===== src/rtl/aer_rx_pkg.sv =====
// Shared types and event-word layout for the AER receiver.
// Word layout: {ts, pol_on, pol_off, addry, addrx}.
package aer_rx_pkg;

  localparam int ADDR_W    = 4;
  localparam int EVT_X_LSB = 0;
  localparam int EVT_Y_LSB = ADDR_W;
  localparam int EVT_OFF   = 2 * ADDR_W;
  localparam int EVT_ON    = 2 * ADDR_W + 1;
  localparam int EVT_PAY_W = 2 * ADDR_W + 2;
  localparam int EVT_TS_LSB = EVT_PAY_W;

  typedef enum logic [2:0] {
    ST_ARM,
    ST_IDLE,
    ST_SETTLE,
    ST_PUSH,
    ST_WAIT_REL
  } state_e;

endpackage


===== src/rtl/aer_evt_fifo.sv =====
// Synchronous show-ahead FIFO; head word is always on rdata.
// Push is refused when full, pop is ignored when empty.
module aer_evt_fifo #(
  parameter int WIDTH = 26,
  parameter int DEPTH = 8
) (
  input  logic                     clk,
  input  logic                     rst_n,
  input  logic                     push,
  input  logic [WIDTH-1:0]         wdata,
  input  logic                     pop,
  output logic [WIDTH-1:0]         rdata,
  output logic                     full,
  output logic                     empty,
  output logic [$clog2(DEPTH):0]   level
);

  localparam int PTR_W = $clog2(DEPTH);
  localparam int LVL_W = PTR_W + 1;

  logic [WIDTH-1:0] mem_q [DEPTH];
  logic [PTR_W-1:0] wr_ptr_q, wr_ptr_d;
  logic [PTR_W-1:0] rd_ptr_q, rd_ptr_d;
  logic [LVL_W-1:0] level_q, level_d;
  logic             do_push, do_pop;

  assign full    = (level_q == LVL_W'(DEPTH));
  assign empty   = (level_q == '0);
  assign level   = level_q;
  assign rdata   = mem_q[rd_ptr_q];
  assign do_push = push && !full;
  assign do_pop  = pop && !empty;

  always_comb begin
    wr_ptr_d = wr_ptr_q + PTR_W'(do_push);
    rd_ptr_d = rd_ptr_q + PTR_W'(do_pop);
    level_d  = level_q + LVL_W'(do_push) - LVL_W'(do_pop);
  end

  always_ff @(posedge clk or negedge rst_n) begin
    if (!rst_n) begin
      wr_ptr_q <= '0;
      rd_ptr_q <= '0;
      level_q  <= '0;
    end else begin
      wr_ptr_q <= wr_ptr_d;
      rd_ptr_q <= rd_ptr_d;
      level_q  <= level_d;
    end
  end

  always_ff @(posedge clk) begin
    if (do_push) mem_q[wr_ptr_q] <= wdata;
  end

endmodule


===== src/rtl/aer_event_capture.sv =====
// AER 4-phase receiver: sync, settle, timestamp, ack, and queue events.
// A full FIFO holds ACK low, stalling the arbiters instead of dropping.
module aer_event_capture
  import aer_rx_pkg::*;
#(
  parameter int FIFO_DEPTH = 8,
  parameter int TS_W       = 16,
  parameter int SETTLE     = 2
) (
  input  logic                          CLK,
  input  logic                          RST_N,
  input  logic                          REQON,
  input  logic                          REQOFF,
  input  logic [ADDR_W-1:0]             ADDRX,
  input  logic [ADDR_W-1:0]             ADDRY,
  output logic                          ACK,
  output logic [TS_W+EVT_PAY_W-1:0]     EVT_DATA,
  output logic                          EVT_VALID,
  input  logic                          EVT_READY,
  output logic [$clog2(FIFO_DEPTH):0]   FIFO_LEVEL
);

  localparam int CNT_W = $clog2(SETTLE + 1);

  logic                 on_s1_q, on_s2_q, off_s1_q, off_s2_q;
  logic                 req_s, req_s1;
  logic [TS_W-1:0]      ts_q, ts_d;
  logic [TS_W-1:0]      ts_lat_q, ts_lat_d;
  logic [EVT_PAY_W-1:0] pay_q, pay_d;
  logic [CNT_W-1:0]     cnt_q, cnt_d;
  state_e               state_q, state_d;
  logic                 ack_q, ack_d;
  logic                 arm_ok_q;
  logic                 push, fifo_full, fifo_empty;

  assign req_s  = on_s2_q | off_s2_q;
  assign req_s1 = on_s1_q | off_s1_q;
  assign ts_d   = ts_q + TS_W'(1);

  // arm_ok_q keeps ARM from leaving before the synchronizers hold real samples
  always_comb begin
    state_d  = state_q;
    cnt_d    = cnt_q;
    ack_d    = ack_q;
    ts_lat_d = ts_lat_q;
    pay_d    = pay_q;
    push     = 1'b0;
    unique case (state_q)
      ST_ARM: begin
        if (arm_ok_q && !req_s && !req_s1) state_d = ST_IDLE;
      end
      ST_IDLE: begin
        if (req_s) begin
          ts_lat_d = ts_q;
          cnt_d    = CNT_W'(SETTLE);
          state_d  = ST_SETTLE;
        end
      end
      ST_SETTLE: begin
        cnt_d = cnt_q - CNT_W'(1);
        if (cnt_q == CNT_W'(1)) begin
          pay_d   = {on_s2_q, off_s2_q, ADDRY, ADDRX};
          state_d = ST_PUSH;
        end
      end
      ST_PUSH: begin
        if (!fifo_full) begin
          push    = 1'b1;
          ack_d   = 1'b1;
          state_d = ST_WAIT_REL;
        end
      end
      ST_WAIT_REL: begin
        if (!req_s) begin
          ack_d   = 1'b0;
          state_d = ST_IDLE;
        end
      end
      default: state_d = ST_ARM;
    endcase
  end

  always_ff @(posedge CLK or negedge RST_N) begin
    if (!RST_N) begin
      on_s1_q  <= 1'b0;
      on_s2_q  <= 1'b0;
      off_s1_q <= 1'b0;
      off_s2_q <= 1'b0;
      ts_q     <= '0;
      ts_lat_q <= '0;
      pay_q    <= '0;
      cnt_q    <= '0;
      state_q  <= ST_ARM;
      ack_q    <= 1'b0;
      arm_ok_q <= 1'b0;
    end else begin
      on_s1_q  <= REQON;
      on_s2_q  <= on_s1_q;
      off_s1_q <= REQOFF;
      off_s2_q <= off_s1_q;
      ts_q     <= ts_d;
      ts_lat_q <= ts_lat_d;
      pay_q    <= pay_d;
      cnt_q    <= cnt_d;
      state_q  <= state_d;
      ack_q    <= ack_d;
      arm_ok_q <= 1'b1;
    end
  end

  assign ACK       = ack_q;
  assign EVT_VALID = !fifo_empty;

  aer_evt_fifo #(
    .WIDTH (TS_W + EVT_PAY_W),
    .DEPTH (FIFO_DEPTH)
  ) u_fifo (
    .clk   (CLK),
    .rst_n (RST_N),
    .push  (push),
    .wdata ({ts_lat_q, pay_q}),
    .pop   (EVT_READY),
    .rdata (EVT_DATA),
    .full  (fifo_full),
    .empty (fifo_empty),
    .level (FIFO_LEVEL)
  );

endmodule


===== config.mk =====
export PLATFORM = sky130hd
export DESIGN_NAME = aer_event_capture
export DESIGN_NICKNAME = d
export VERILOG_FILES = /design/src/rtl/aer_rx_pkg.sv /design/src/rtl/aer_evt_fifo.sv /design/src/rtl/aer_event_capture.sv
export SDC_FILE = /design/constraint.sdc
export NUM_CORES = 1
export LEC_CHECK = 0
export BUFFER_PORTS_ARGS = -buffer_cell sky130_fd_sc_hd__buf_2
export CAP_MARGIN = 20
export CORE_MARGIN = 2
export CORE_UTILIZATION = 50
export CTS_BUF_LIST = sky130_fd_sc_hd__clkbuf_4
export CTS_CLUSTER_SIZE = 25
export DETAILED_ROUTE_END_ITERATION = 6
export PLACE_DENSITY = 0.68
export REMOVE_ABC_BUFFERS = 1
export SKIP_LAST_GASP = 1
export SYNTH_ARGS = -nofsm -noshare
export SYNTH_HDL_FRONTEND = slang
export SYNTH_SLANG_ARGS = --single-unit

===== constraint.sdc =====
create_clock -name CLK -period 6.15 [get_ports CLK]
set_input_delay 1.23 -clock CLK [delete_from_list [all_inputs] [get_ports CLK]]
set_output_delay 1.23 -clock CLK [all_outputs]
set_load 0.01 [all_outputs]

# ---- Word-level counts from Yosys, hierarchy flattened
# Memories as Yosys holds them, arrays and structs flattened.
# Cells that the tools add are included.
dict set report totals {
  reg_bits 63
  latch_bits 0
  ram_bits 208
  rom_bits 0
  in_bits 13
  output_inout_bits 32
  word_cells 66
  n_memories 1
}
dict set report op_classes {
  add_sub_neg 6
  mul 0
  div 0
  order_cmp 0
  eq_ne 11
  n_shift 0
  mux 15
  bitwise 2
  reduce_logical 17
}
# memory words word_bits read_ports rd_ports_with_merged_regs write_ports line
set mem_list {}
lappend mem_list {u_fifo.mem_q 8 26 1 0 1 aer_evt_fifo.sv:21} ;# logic [WIDTH-1:0] mem_q [DEPTH];
# cell count
set op_table {}
lappend op_table {{16-bit by 1-bit adder with 16-bit output (second input constant)} 1}
lappend op_table {{3-bit 2-to-1 mux} 5}
lappend op_table {{3-bit case mux with 5 select lines} 1}
lappend op_table {{2-bit inequality test (second input constant)} 5}
lappend op_table {{3-bit by 1-bit adder with 3-bit output} 2}
lappend op_table {{3-bit by 2-bit == test with 1-bit output (second input constant)} 2}
lappend op_table {{1-bit 2-to-1 mux} 6}
lappend op_table {{2-bit AND reduction} 3}
lappend op_table {{5-bit AND reduction} 1}
lappend op_table {{4-bit by 1-bit adder with 4-bit output} 1}
lappend op_table {{4-bit == test (second input constant)} 1}
lappend op_table {{1-bit logical AND} 4}
lappend op_table {{1-bit zero test} 4}
lappend op_table {{4-bit zero test} 1}
lappend op_table {{2-bit case mux with 2 select lines} 1}
lappend op_table {{2-bit nonzero test} 2}
lappend op_table {{4-bit by 1-bit subtractor with 4-bit output} 1}
lappend op_table {{3-bit by 1-bit == test with 1-bit output (second input constant)} 1}
lappend op_table {{3-bit == test (second input constant)} 1}
lappend op_table {{3-bit zero test} 1}
lappend op_table {{3-bit AND reduction} 1}
lappend op_table {{2-bit by 1-bit == test with 1-bit output (second input constant)} 1}
lappend op_table {{2-bit 2-to-1 mux} 1}
lappend op_table {{1-bit OR} 2}
lappend op_table {{other kinds (2)} 2}

# ---- Logic depth before layout (Yosys ltp)
# Gate-level depths: netlist (run 1).
dict set report depth {
  ltp_word 6
  depth_mapped 9
  depth_no_buf 9
}

# ---- Cells and area by module
# Synthesis (run 1) repeated with hierarchy kept, for this count alone.
dict set report hier_totals {
  cells_unflattened 509
  area_unflattened_um2 10740.3
}
# mod instances cells_per_inst area_each_um2 seq_area_each_um2
set by_module_without_submodules {}
lappend by_module_without_submodules {aer_evt_fifo 1 352 8543.2 6496.2}
lappend by_module_without_submodules {aer_event_capture 1 157 2197.1 1326.3}

# ---- Worst setup path before layout (run 1)
# No wires, ideal clock.
dict set report synth_timing {
  kind {register -> register}
  start {reg u_fifo.level_q[2] (netlist: u_fifo.level[2])}
  end {mem u_fifo.mem_q[2][0] (enable)}
  setup_ns 0.484
  arrival_ns 3.818
  required_time_ns 5.666
  setup_slack_ns 1.848
  stages_incl_launch_ff 6
  n_path_buf 0
  synth_period_minus_slack_ns 4.302
  cell_sequence {dfrtp_1 -> inv_1 -> ha_1 -> or3b_2 -> nand3_1 -> nor4b_1}
}
dict set report synth_via {
  elab_chain_cells 6
  elab_cells_between_ends 7
  classes_between {1 x eq/ne; 4 x mux; 2 x reduce/logical}
}
# element line
set synth_lines {}
lappend synth_lines {{start, declared} aer_evt_fifo.sv:24} ;# logic [LVL_W-1:0] level_q, level_d;
lappend synth_lines {{start signal, assigned} aer_evt_fifo.sv:48} ;# level_q <= level_d;
lappend synth_lines {{4-bit == test *} aer_evt_fifo.sv:27} ;# assign full = (level_q == LVL_W'(DEPTH));
lappend synth_lines {{1-bit 2-to-1 mux} aer_event_capture.sv:67} ;# if (!fifo_full) begin
lappend synth_lines {{1-bit 2-to-1 mux} aer_event_capture.sv:48} ;# unique case (state_q)
lappend synth_lines {{1-bit logical AND *} aer_evt_fifo.sv:31} ;# assign do_push = push && !full;
lappend synth_lines {{1-bit 2-to-1 mux *} aer_evt_fifo.sv:53} ;# if (do_push) mem_q[wr_ptr_q] <= wdata;
lappend synth_lines {{1-bit 2-to-1 mux (not written as such) *} aer_evt_fifo.sv:53}
lappend synth_lines {{end, declared} aer_evt_fifo.sv:21}
# Every way passes the cells marked *; elsewhere a longest branch is shown, timed or not.

# ---- Worst setup path after layout (run 1)
dict set report layout_timing {
  start {reg u_fifo.rd_ptr_q[0]}
  end {out EVT_DATA[16]}
}
dict set report layout_via {
  elab_chain_cells 1
}
# element line
set layout_lines {}
lappend layout_lines {{start, declared} aer_evt_fifo.sv:23} ;# logic [PTR_W-1:0] rd_ptr_q, rd_ptr_d;
lappend layout_lines {{start signal, assigned} aer_evt_fifo.sv:47} ;# rd_ptr_q <= rd_ptr_d;
lappend layout_lines {{memory 8 x 26 bit} --}
lappend layout_lines {{end, declared} aer_event_capture.sv:17} ;# output logic [TS_W+EVT_PAY_W-1:0] EVT_DATA,
# No other way between the ends.

==> results.json, run 1 <==
{
  "status": "complete, no violations",
  "clkTransAtPathRegs_ns": 0.06,
  "start_util_pct": 50.86,
  "path_max_fanout": 30,
  "synth_top_cell_area_share_pct": 58.61,
  "port_buffers": 44,
  "rsz0062_at_grt": "no",
  "core_um2": 20960,
  "worst_slew_pin_slew_ns": 0.9993,
  "p_total_w": 0.005169,
  "worst_slack_ns": 1.798,
  "postCtsHoldBufs": 0,
  "viasPerCell": 5.427,
  "clock_latency_ns": 0.66,
  "dp_hpwl_um": 10510,
  "slew_violations": 0,
  "powerDensity_nw_per_um2": 424.6,
  "area_growth_pct": 14.23,
  "cts_resized": 0,
  "drc_errors": 0,
  "cts_tree": "yes",
  "die_w_um": 150,
  "ctsHtreeMaxLevel": 3,
  "synth_compound_area_share_pct": 0.9979,
  "avgSynthCellArea_um2": 21.32,
  "timing.slew.headroom_pct": 33.31,
  "dp_slack_ns": 2.423,
  "drtIter0Drc": 333,
  "required_ns": 4.92,
  "synth_area_leaders": "edfxtp_1, dfrtp_1, mux4_1",
  "cts_sinks": 271,
  "grt_remaining_overflow": 0,
  "vias": 5080,
  "ys_seq_area_share_pct": 73.40,
  "end_kind": "output pin",
  "drt-pass1-iter-count": 6,
  "grt_max_degree": 64,
  "hold_viol_final": 0,
  "synth_fa_ha_area_share_pct": 1.362,
  "ctsLongestPathBuffers": 3,
  "ys.flop_type": "edfxtp_1",
  "wl_per_cell_um": 20.17,
  "arrival_ns": 3.12,
  "syn-cell-area_um2": 10660,
  "fp.dieH_um": 150,
  "final_cell_mix": "edfxtp_1, clkbuf_4, dfrtp_1",
  "drive_gt1_share_pct": 35.61,
  "post-route-period-util_pct": 70.76,
  "synth_top_family_by_area": "multiplexers",
  "post_cts_buffers": 0,
  "post-route-util_pct": 58.10,
  "fin_crit_ns": 4.352,
  "synthSimpleGateAreaFrac_pct": 2.653,
  "synth.area.mux_share_pct": 18.41,
  "critPathLaunchType": "register",
  "fin_nets": 629,
  "yosysUniqueCellTypes": 44,
  "gp_congestion": 0.7082,
  "totalWireLength_um": 18880,
  "ys_ff_latch": 271,
  "p_leak_nw": 4.518,
  "grt_pass1_vias": 5523,
  "synth-edff-count": 208,
  "grt_pass1_wl_um": 29440,
  "timing.fmax_mhz": 229.8,
  "top_level_ports": 45,
  "row_count": 53,
  "fin_skew_ns": 0.04424,
  "peakVddDrop_mv": 0.2075,
  "multiInputGateArea_um2": 2706,
  "hold_path.class": "register to register",
  "grt_use_total_pct": 17.84,
  "tns_ns": 0,
  "setup_violations": 0,
  "reg2reg_slack_ns": 3.22,
  "final_common_cell": "edfxtp_1",
  "netlist_instances": 500,
  "cap_viol_max_count": 0,
  "synthArstFlopShare_pct": 23.25,
  "synth_top_cell_by_area": "edfxtp_1",
  "die_area_um2": 22500,
  "yosysWarnings": 0,
  "seq_area_um2": 7825,
  "fillers": 1580,
  "synthXorXnorAreaFrac_pct": 1.561,
  "criticalPathCategory": "register to output pin",
  "antenna_found_initial": 1,
  "antenna_left": 0,
  "cts_buffers": 67,
  "clockRootBuffer": "clkbuf_4"
}
[critical path, stage by stage (launching register included)]
cell	delay (ns)
dfrtp_2	0.79
buf_4	0.57
mux4_1	0.64
mux2_2	0.29
buf_2	0.15
[worst paths after layout]
check                                                  start                           end  cells after the start
worst max register to register     u_fifo.level[2]$_DFF_PN0_  u_fifo.mem_q[5][3]$_DFFE_PP_                      8
min in group asynchronous                              RST_N     u_fifo.level[2]$_DFF_PN0_                      2
worst max-delay path            u_fifo.rd_ptr_q[0]$_DFF_PN0_                  EVT_DATA[16]                      4
max in group asynchronous                              RST_N  u_fifo.rd_ptr_q[0]$_DFF_PN0_                      2
worst min register to register            off_s1_q$_DFF_PN0_            off_s2_q$_DFF_PN0_                      0
worst min-delay path                      off_s1_q$_DFF_PN0_            off_s2_q$_DFF_PN0_                      0
[through the flow]
step | instances | hold slack, ns | area [µm²]
after global placement | 810 | 0.3593 | 11210
final | 936 | 0.3779 | 12170
after detailed placement | 811 | 0.3608 | 11230
after global routing | 936 | 0.3846 | 12170
after floorplan | 480 | 0.3543 | 10520
after CTS | 935 | 0.3739 | 12170
[metal layers]
layer	vias up	global-route usage [%]	share of wire (%)
met2	110	30.16	52
met5	-	0	0
met3	33	4.116	4.2
met4	0	8.302	2.2
met1	2627	21.92	42
li1	2310	-	-
[cells by family (layout without fill, tap and decap cells)]
logic type / after synthesis / count (layout)
xor gates and xnor gates: 19 / 19
muxes: 105 / 105
AOI/OAI and AO/OA: 14 / 14
DFF: 271 / 271
other: 1 / 2
adders and majority gates: 11 / 11
buffers and inverters: 29 / 189
and+or+nand+nor: 50 / 50
[final cells by class]
class | instances | area share [%]
Antenna cell | 1 | 0.02055
Clock buffer | 103 | 6.351
Clock inverter | 21 | 1.367
Inverter | 9 | 0.2775
Multi-Input combinational cell | 200 | 22.23
Sequential cell | 271 | 64.28
Tap cell | 275 | 2.826
Timing Repair Buffer | 56 | 2.652
[power breakdown]
part	switching (W)	total [W]	internal [W]	leakage, nW
Combinational	0.000492	0.00110	0.000610	1.34
Sequential	0.000265	0.00250	0.00223	2.63
Clock	0.000677	0.00157	0.000895	0.551
Total	0.00143	0.00517	0.00374	4.52
[cell usage after synthesis (all sizes together), types with 4 or more instances]
cell type  count
mux4          52
dfrtp         63
xnor2          9
nand3          7
clkbuf         8
ha            10
nor3b          4
xor2          10
nor2           8
nor3           5
buf           12
edfxtp       208
inv            9
mux2          52
nand2         12
[registers in the layout, summed over array words and instances (netlist names)]
| register | count |
|---|---|
| ACK | 1 |
| arm_ok_q | 1 |
| cnt_q | 2 |
| off_s1_q | 1 |
| off_s2_q | 1 |
| on_s1_q | 1 |
| on_s2_q | 1 |
| pay_q | 10 |
| state_q | 3 |
| ts_lat_q | 16 |
| ts_q | 16 |
| u_fifo.level | 4 |
| u_fifo.mem_q | 208 |
| u_fifo.rd_ptr_q | 3 |
| u_fifo.wr_ptr_q | 3 |
(Power assumes the default switching activity.)
==> run 2, diff against run 1 <==
--- a/config.mk
+++ b/config.mk
@@ -12,7 +12,7 @@
 export CTS_BUF_LIST = sky130_fd_sc_hd__clkbuf_4
 export CTS_CLUSTER_SIZE = 25
 export DETAILED_ROUTE_END_ITERATION = 6
-export PLACE_DENSITY = 0.68
+export PLACE_DENSITY = 0.7
 export REMOVE_ABC_BUFFERS = 1
 export SKIP_LAST_GASP = 1
 export SYNTH_ARGS = -nofsm -noshare
==> constraint.sdc (replaced) <==
create_clock -name CLK -period 3.9 [get_ports CLK]
set_input_delay 0.78 -clock CLK [delete_from_list [all_inputs] [get_ports CLK]]
set_output_delay 0.78 -clock CLK [all_outputs]
set_load 0.01 [all_outputs]
==> results.json, run 2 (synthesized netlist as in run 1, its figures left out) <==
{
  "cap_viol_max_count": 0,
  "rsz0062_at_grt": "no",
  "criticalPathCategory": "register to output pin",
  "final_cells": 938,
  "antenna_left": 0,
  "powerDensity_nw_per_um2": 658.1,
  "grt_pass1_wl_um": 29880,
  "ctsLongestPathBuffers": 3,
  "reg2reg_depth": 8,
  "clock_latency_ns": 0.65,
  "drc_errors": 0,
  "clkTransAtPathRegs_ns": 0.07,
  "top_level_ports": 45,
  "required_ns": 3.12,
  "cts_resized": 0,
  "final_common_cell": "edfxtp_1",
  "wl_per_cell_um": 20.49,
  "cts_tree": "yes",
  "fillers": 1605,
  "cts_buffers": 66,
  "vias": 5104,
  "worst_slew_pin_slew_ns": 1.034,
  "critPathLaunchType": "register",
  "end_kind": "output pin",
  "fin_skew_ns": 0.02986,
  "p_leak_nw": 4.521,
  "post_cts_buffers": 0,
  "post-route-util_pct": 57.94,
  "start_util_pct": 50.86,
  "cts_sinks": 271,
  "postCtsHoldBufs": 0,
  "drt-pass1-iter-count": 4,
  "viasPerCell": 5.441,
  "drive_gt1_share_pct": 36.40,
  "grt_max_degree": 42,
  "status": "complete, no violations",
  "arrival_ns": 2.72,
  "gp_congestion": 0.7626,
  "fin_nets": 634,
  "post-route-period-util_pct": 89.66,
  "largest_reg_flops": 208,
  "die_w_um": 150,
  "tns_ns": 0,
  "setup_violations": 0,
  "drtIter0Drc": 290,
  "fp.dieH_um": 150,
  "ctsHtreeMaxLevel": 3,
  "final_cell_mix": "edfxtp_1, clkbuf_4, dfrtp_1",
  "port_buffers": 44,
  "area_growth_pct": 13.91,
  "fin_crit_ns": 3.497,
  "slew_violations": 0,
  "peakVddDrop_mv": 0.3393,
  "dp.cells": 816,
  "hold_viol_final": 0,
  "timing.fmax_mhz": 286.0,
  "grt_use_total_pct": 18.04,
  "grt_pass1_vias": 5518,
  "regMostFlops": "u_fifo.mem_q",
  "row_count": 53,
  "worst_slack_ns": 0.4031,
  "dp_slack_ns": 1.063,
  "largestRegisters": "u_fifo.mem_q: 208 flops, ts_lat_q: 16 flops, ts_q: 16 flops",
  "totalWireLength_um": 19220,
  "hold_path.class": "primary input to async pin",
  "timing.slew.headroom_pct": 31.02,
  "clockRootBuffer": "clkbuf_4",
  "grt_remaining_overflow": 0,
  "antenna_found_initial": 1,
  "core_um2": 20960,
  "die_area_um2": 22500,
  "dp_hpwl_um": 10880,
  "path_max_fanout": 40
}
[run 2: cell types whose count changed in the layout (fill, tap and decap cells not counted), moves of 2 or more]
cell | previous run | this run
clkbuf_4 | 103 | 105
bufinv_16 | 3 | 0
buf_4 | 11 | 16
clkinv_1 | 14 | 10
clkinv_2 | 0 | 3
[run 2: final timing paths]
path                                         startpoint                           end  slack (ns)
hold / removal                                    RST_N     u_fifo.level[1]$_DFF_PN0_        0.03
setup reg to reg              u_fifo.level[2]$_DFF_PN0_  u_fifo.mem_q[1][4]$_DFFE_PP_        1.14
max in group asynchronous                         RST_N      ts_lat_q[15]$_DFFE_PN0P_        2.98
min in group CLK                                  REQON             on_s1_q$_DFF_PN0_        0.24
hold reg to reg                      off_s1_q$_DFF_PN0_            off_s2_q$_DFF_PN0_        0.37
setup / recovery           u_fifo.rd_ptr_q[0]$_DFF_PN0_                  EVT_DATA[13]        0.40
[run 2: where the power goes]
part	switching, W	internal (W)
clock	0.00105	0.00122
combinational	0.000806	0.000982
sequential	0.000411	0.00352
total	0.00227	0.00572
[run 2: critical path: stages, from the launching register on]
cell     delay, ns
dfrtp_2       0.65
buf_12        0.34
mux4_1        0.60
mux2_2        0.33
buf_2         0.15
[run 2: cell type report]
cell class | instances | area [µm²] | area share (%)
diodes | 1 | 2.502 | 0.02061
clock buffers | 105 | 788.3 | 6.493
clock inverters | 15 | 60.06 | 0.4947
inverters | 9 | 33.78 | 0.2783
multi-input cells | 200 | 2706 | 22.29
flip-flops and latches | 271 | 7825 | 64.45
well taps | 275 | 344.1 | 2.834
repair buffers | 62 | 380.4 | 3.133
[run 2: through the flow]
stage / cell area, µm² / hold WS [ns] / power (W)
floorplan: 10520 / 0.3543 / 0.005093
global route: 12140 / 0.02493 / 0.008430
CTS: 12120 / 0.1988 / 0.008110
detailed placement: 11270 / 0.3679 / 0.005810
finish: 12140 / 0.03109 / 0.007990
global placement: 11270 / 0.3644 / 0.005735
[run 2: routing by layer]
metal | track usage, % | vias up | routed length, µm
li1 | - | 2321 | -
met1 | 22.83 | 2624 | 8160
met2 | 30.48 | 130 | 9796
met3 | 3.689 | 29 | 871
met4 | 7.736 | 0 | 387
met5 | 0 | - | 0
==> run 3, diff against run 2 <==
--- a/config.mk
+++ b/config.mk
@@ -5,14 +5,13 @@
 export SDC_FILE = /design/constraint.sdc
 export NUM_CORES = 1
 export LEC_CHECK = 0
-export BUFFER_PORTS_ARGS = -buffer_cell sky130_fd_sc_hd__buf_2
 export CAP_MARGIN = 20
-export CORE_MARGIN = 2
 export CORE_UTILIZATION = 50
 export CTS_BUF_LIST = sky130_fd_sc_hd__clkbuf_4
 export CTS_CLUSTER_SIZE = 25
 export DETAILED_ROUTE_END_ITERATION = 6
-export PLACE_DENSITY = 0.7
+export DONT_BUFFER_PORTS = 1
+export PLACE_DENSITY = 0.69
 export REMOVE_ABC_BUFFERS = 1
 export SKIP_LAST_GASP = 1
 export SYNTH_ARGS = -nofsm -noshare
==> results.json, run 3 (synthesized netlist as in run 1, its figures left out) <==
{
  "path_max_fanout": 26,
  "largestRegisters": "u_fifo.mem_q: 208 flops, ts_lat_q: 16 flops, ts_q: 16 flops",
  "fin_crit_ns": 3.434,
  "grt_remaining_overflow": 0,
  "grt_use_total_pct": 18.14,
  "required_ns": 3.12,
  "ctsHtreeMaxLevel": 3,
  "end_kind": "output pin",
  "setup_violations": 0,
  "clockRootBuffer": "clkbuf_4",
  "slowest_delay_ns": 0.62,
  "cp_slowest_cell": "mux4_1",
  "clkTransAtPathRegs_ns": 0.07,
  "viasPerCell": 5.516,
  "post-route-period-util_pct": 88.05,
  "path_buf_inv": 1,
  "drive_gt1_share_pct": 31.04,
  "die_w_um": 148,
  "dp_hpwl_um": 10660,
  "criticalPathCategory": "register to output pin",
  "core_um2": 20960,
  "wl_per_cell_um": 20.68,
  "top_level_ports": 45,
  "hold_viol_final": 0,
  "timing.fmax_mhz": 291.2,
  "slew_violations": 0,
  "worst_slew_pin_slew_ns": 0.9872,
  "die_area_um2": 21900,
  "startpoint": "u_fifo.rd_ptr_q[0]$_DFF_PN0_",
  "antenna_left": 0,
  "area_growth_pct": 12.53,
  "peakVddDrop_mv": 0.2484,
  "antenna_found_initial": 1,
  "grt_max_degree": 64,
  "cap_viol_max_count": 0,
  "reg2reg_depth": 8,
  "ctsLongestPathBuffers": 3,
  "clock_latency_ns": 0.63,
  "final_cell_mix": "edfxtp_1, clkbuf_4, dfrtp_1",
  "fin_nets": 593,
  "crit_chain": "buf_4 > mux4_1 > mux2_2",
  "powerDensity_nw_per_um2": 659.2,
  "tns_ns": 0,
  "reg2reg_slack_ns": 1.24,
  "r2r_end": "u_fifo.mem_q[3][22]$_DFFE_PP_",
  "rsz0062_at_grt": "no",
  "cpLargestDelayFamily": "multiplexers",
  "fin_skew_ns": 0.02975,
  "p_leak_nw": 4.381,
  "critPathLaunchType": "register",
  "status": "complete, no violations",
  "timing.slew.headroom_pct": 34.12,
  "hold_path.class": "primary input to register",
  "drc_errors": 0,
  "drtIter0Drc": 291,
  "final_common_cell": "edfxtp_1",
  "arrival_ns": 2.65,
  "start_util_pct": 50.86,
  "regMostFlops": "u_fifo.mem_q",
  "grt_pass1_vias": 5364,
  "r2r_start": "u_fifo.level[2]$_DFF_PN0_",
  "crit_end": "EVT_DATA[7]",
  "totalWireLength_um": 18640,
  "p_total_w": 0.007905,
  "cts_sinks": 271,
  "grt_pass1_wl_um": 29150,
  "gp_congestion": 0.7043,
  "drt-pass1-iter-count": 4,
  "path_depth": 3,
  "port_buffers": 0,
  "row_count": 53,
  "cts_tree": "yes",
  "largest_reg_flops": 208,
  "cts_buffers": 69,
  "vias": 4970,
  "fp.dieH_um": 148
}
## run 3: cell types whose count changed in the layout (fill, tap and decap cells not counted), sizes merged
cell         previous run  this run
dlygate4sd3             0         1
clkbuf                105       100
clkinv                 13        24
bufinv                  0         2
buf                    62        17
inv                    11        10
## run 3: report_power, final
group	internal [W]	total, W	leakage [nW]	switching [W]
Combinational	0.000831	0.00158	1.21	0.000751
Sequential	0.00352	0.00393	2.63	0.000407
Clock	0.00132	0.00240	0.542	0.00108
Total	0.00567	0.00791	4.38	0.00224
## run 3: repair_timing
item	CTS	global route
hold buffers	2	0
setup buffers	0	0
gates resized for setup	0	0
hold endpoints to repair	63	0
## run 3: through the flow
stage	hold WS (ns)	instances	util (%)	worst slack [ns]	cell area, µm²
after floorplan	0.3543	480	-	-0.4025	10520
after global placement	0.3596	771	52.69	1.135	11040
after detailed placement	0.3605	771	52.69	1.095	11040
after CTS	0.1149	900	57.22	0.3969	11990
after global routing	0.1128	901	57.23	0.3411	11990
final	0.1704	901	57.23	0.4662	11990
## run 3: metal layers
layer / wire length (µm) / global-route usage, % / vias to the layer above
li1: - / - / 2237
met1: 7466 / 21.05 / 2578
met2: 9827 / 31.62 / 122
met3: 980 / 4.691 / 33
met4: 363 / 8.299 / 0
met5: 0 / 0 / -
## run 3: worst min-delay path by stage
stage / cells after the start / to / from / slack (ns)
final: 0 / off_s1_q$_DFF_PN0_ / REQOFF / 0.17
after global routing: 0 / off_s1_q$_DFF_PN0_ / REQOFF / 0.11
after CTS: 0 / off_s1_q$_DFF_PN0_ / REQOFF / 0.11
after detailed placement: 0 / off_s2_q$_DFF_PN0_ / off_s1_q$_DFF_PN0_ / 0.36
after global placement: 0 / off_s2_q$_DFF_PN0_ / off_s1_q$_DFF_PN0_ / 0.36
after floorplan: 0 / off_s2_q$_DFF_PN0_ / off_s1_q$_DFF_PN0_ / 0.35
## run 3: worst reg2reg max path: stages, from the launching register on
cell     delay, ns
dfrtp_1       0.41
inv_1         0.10
ha_1          0.22
or3b_2        0.21
nand3_1       0.23
inv_1         0.22
nand2_1       0.19
nor3b_2       0.24
buf_4         0.44
## run 3: final cells by class
class	count	area, µm²
sequential	271	7825
clock inverter	27	160.2
clock buffer	100	750.7
timing repair buffer	18	170.2
antenna	1	2.502
multi-input combinational	200	2706
tap	275	344.1
fill	1588	8962
inverter	9	33.78
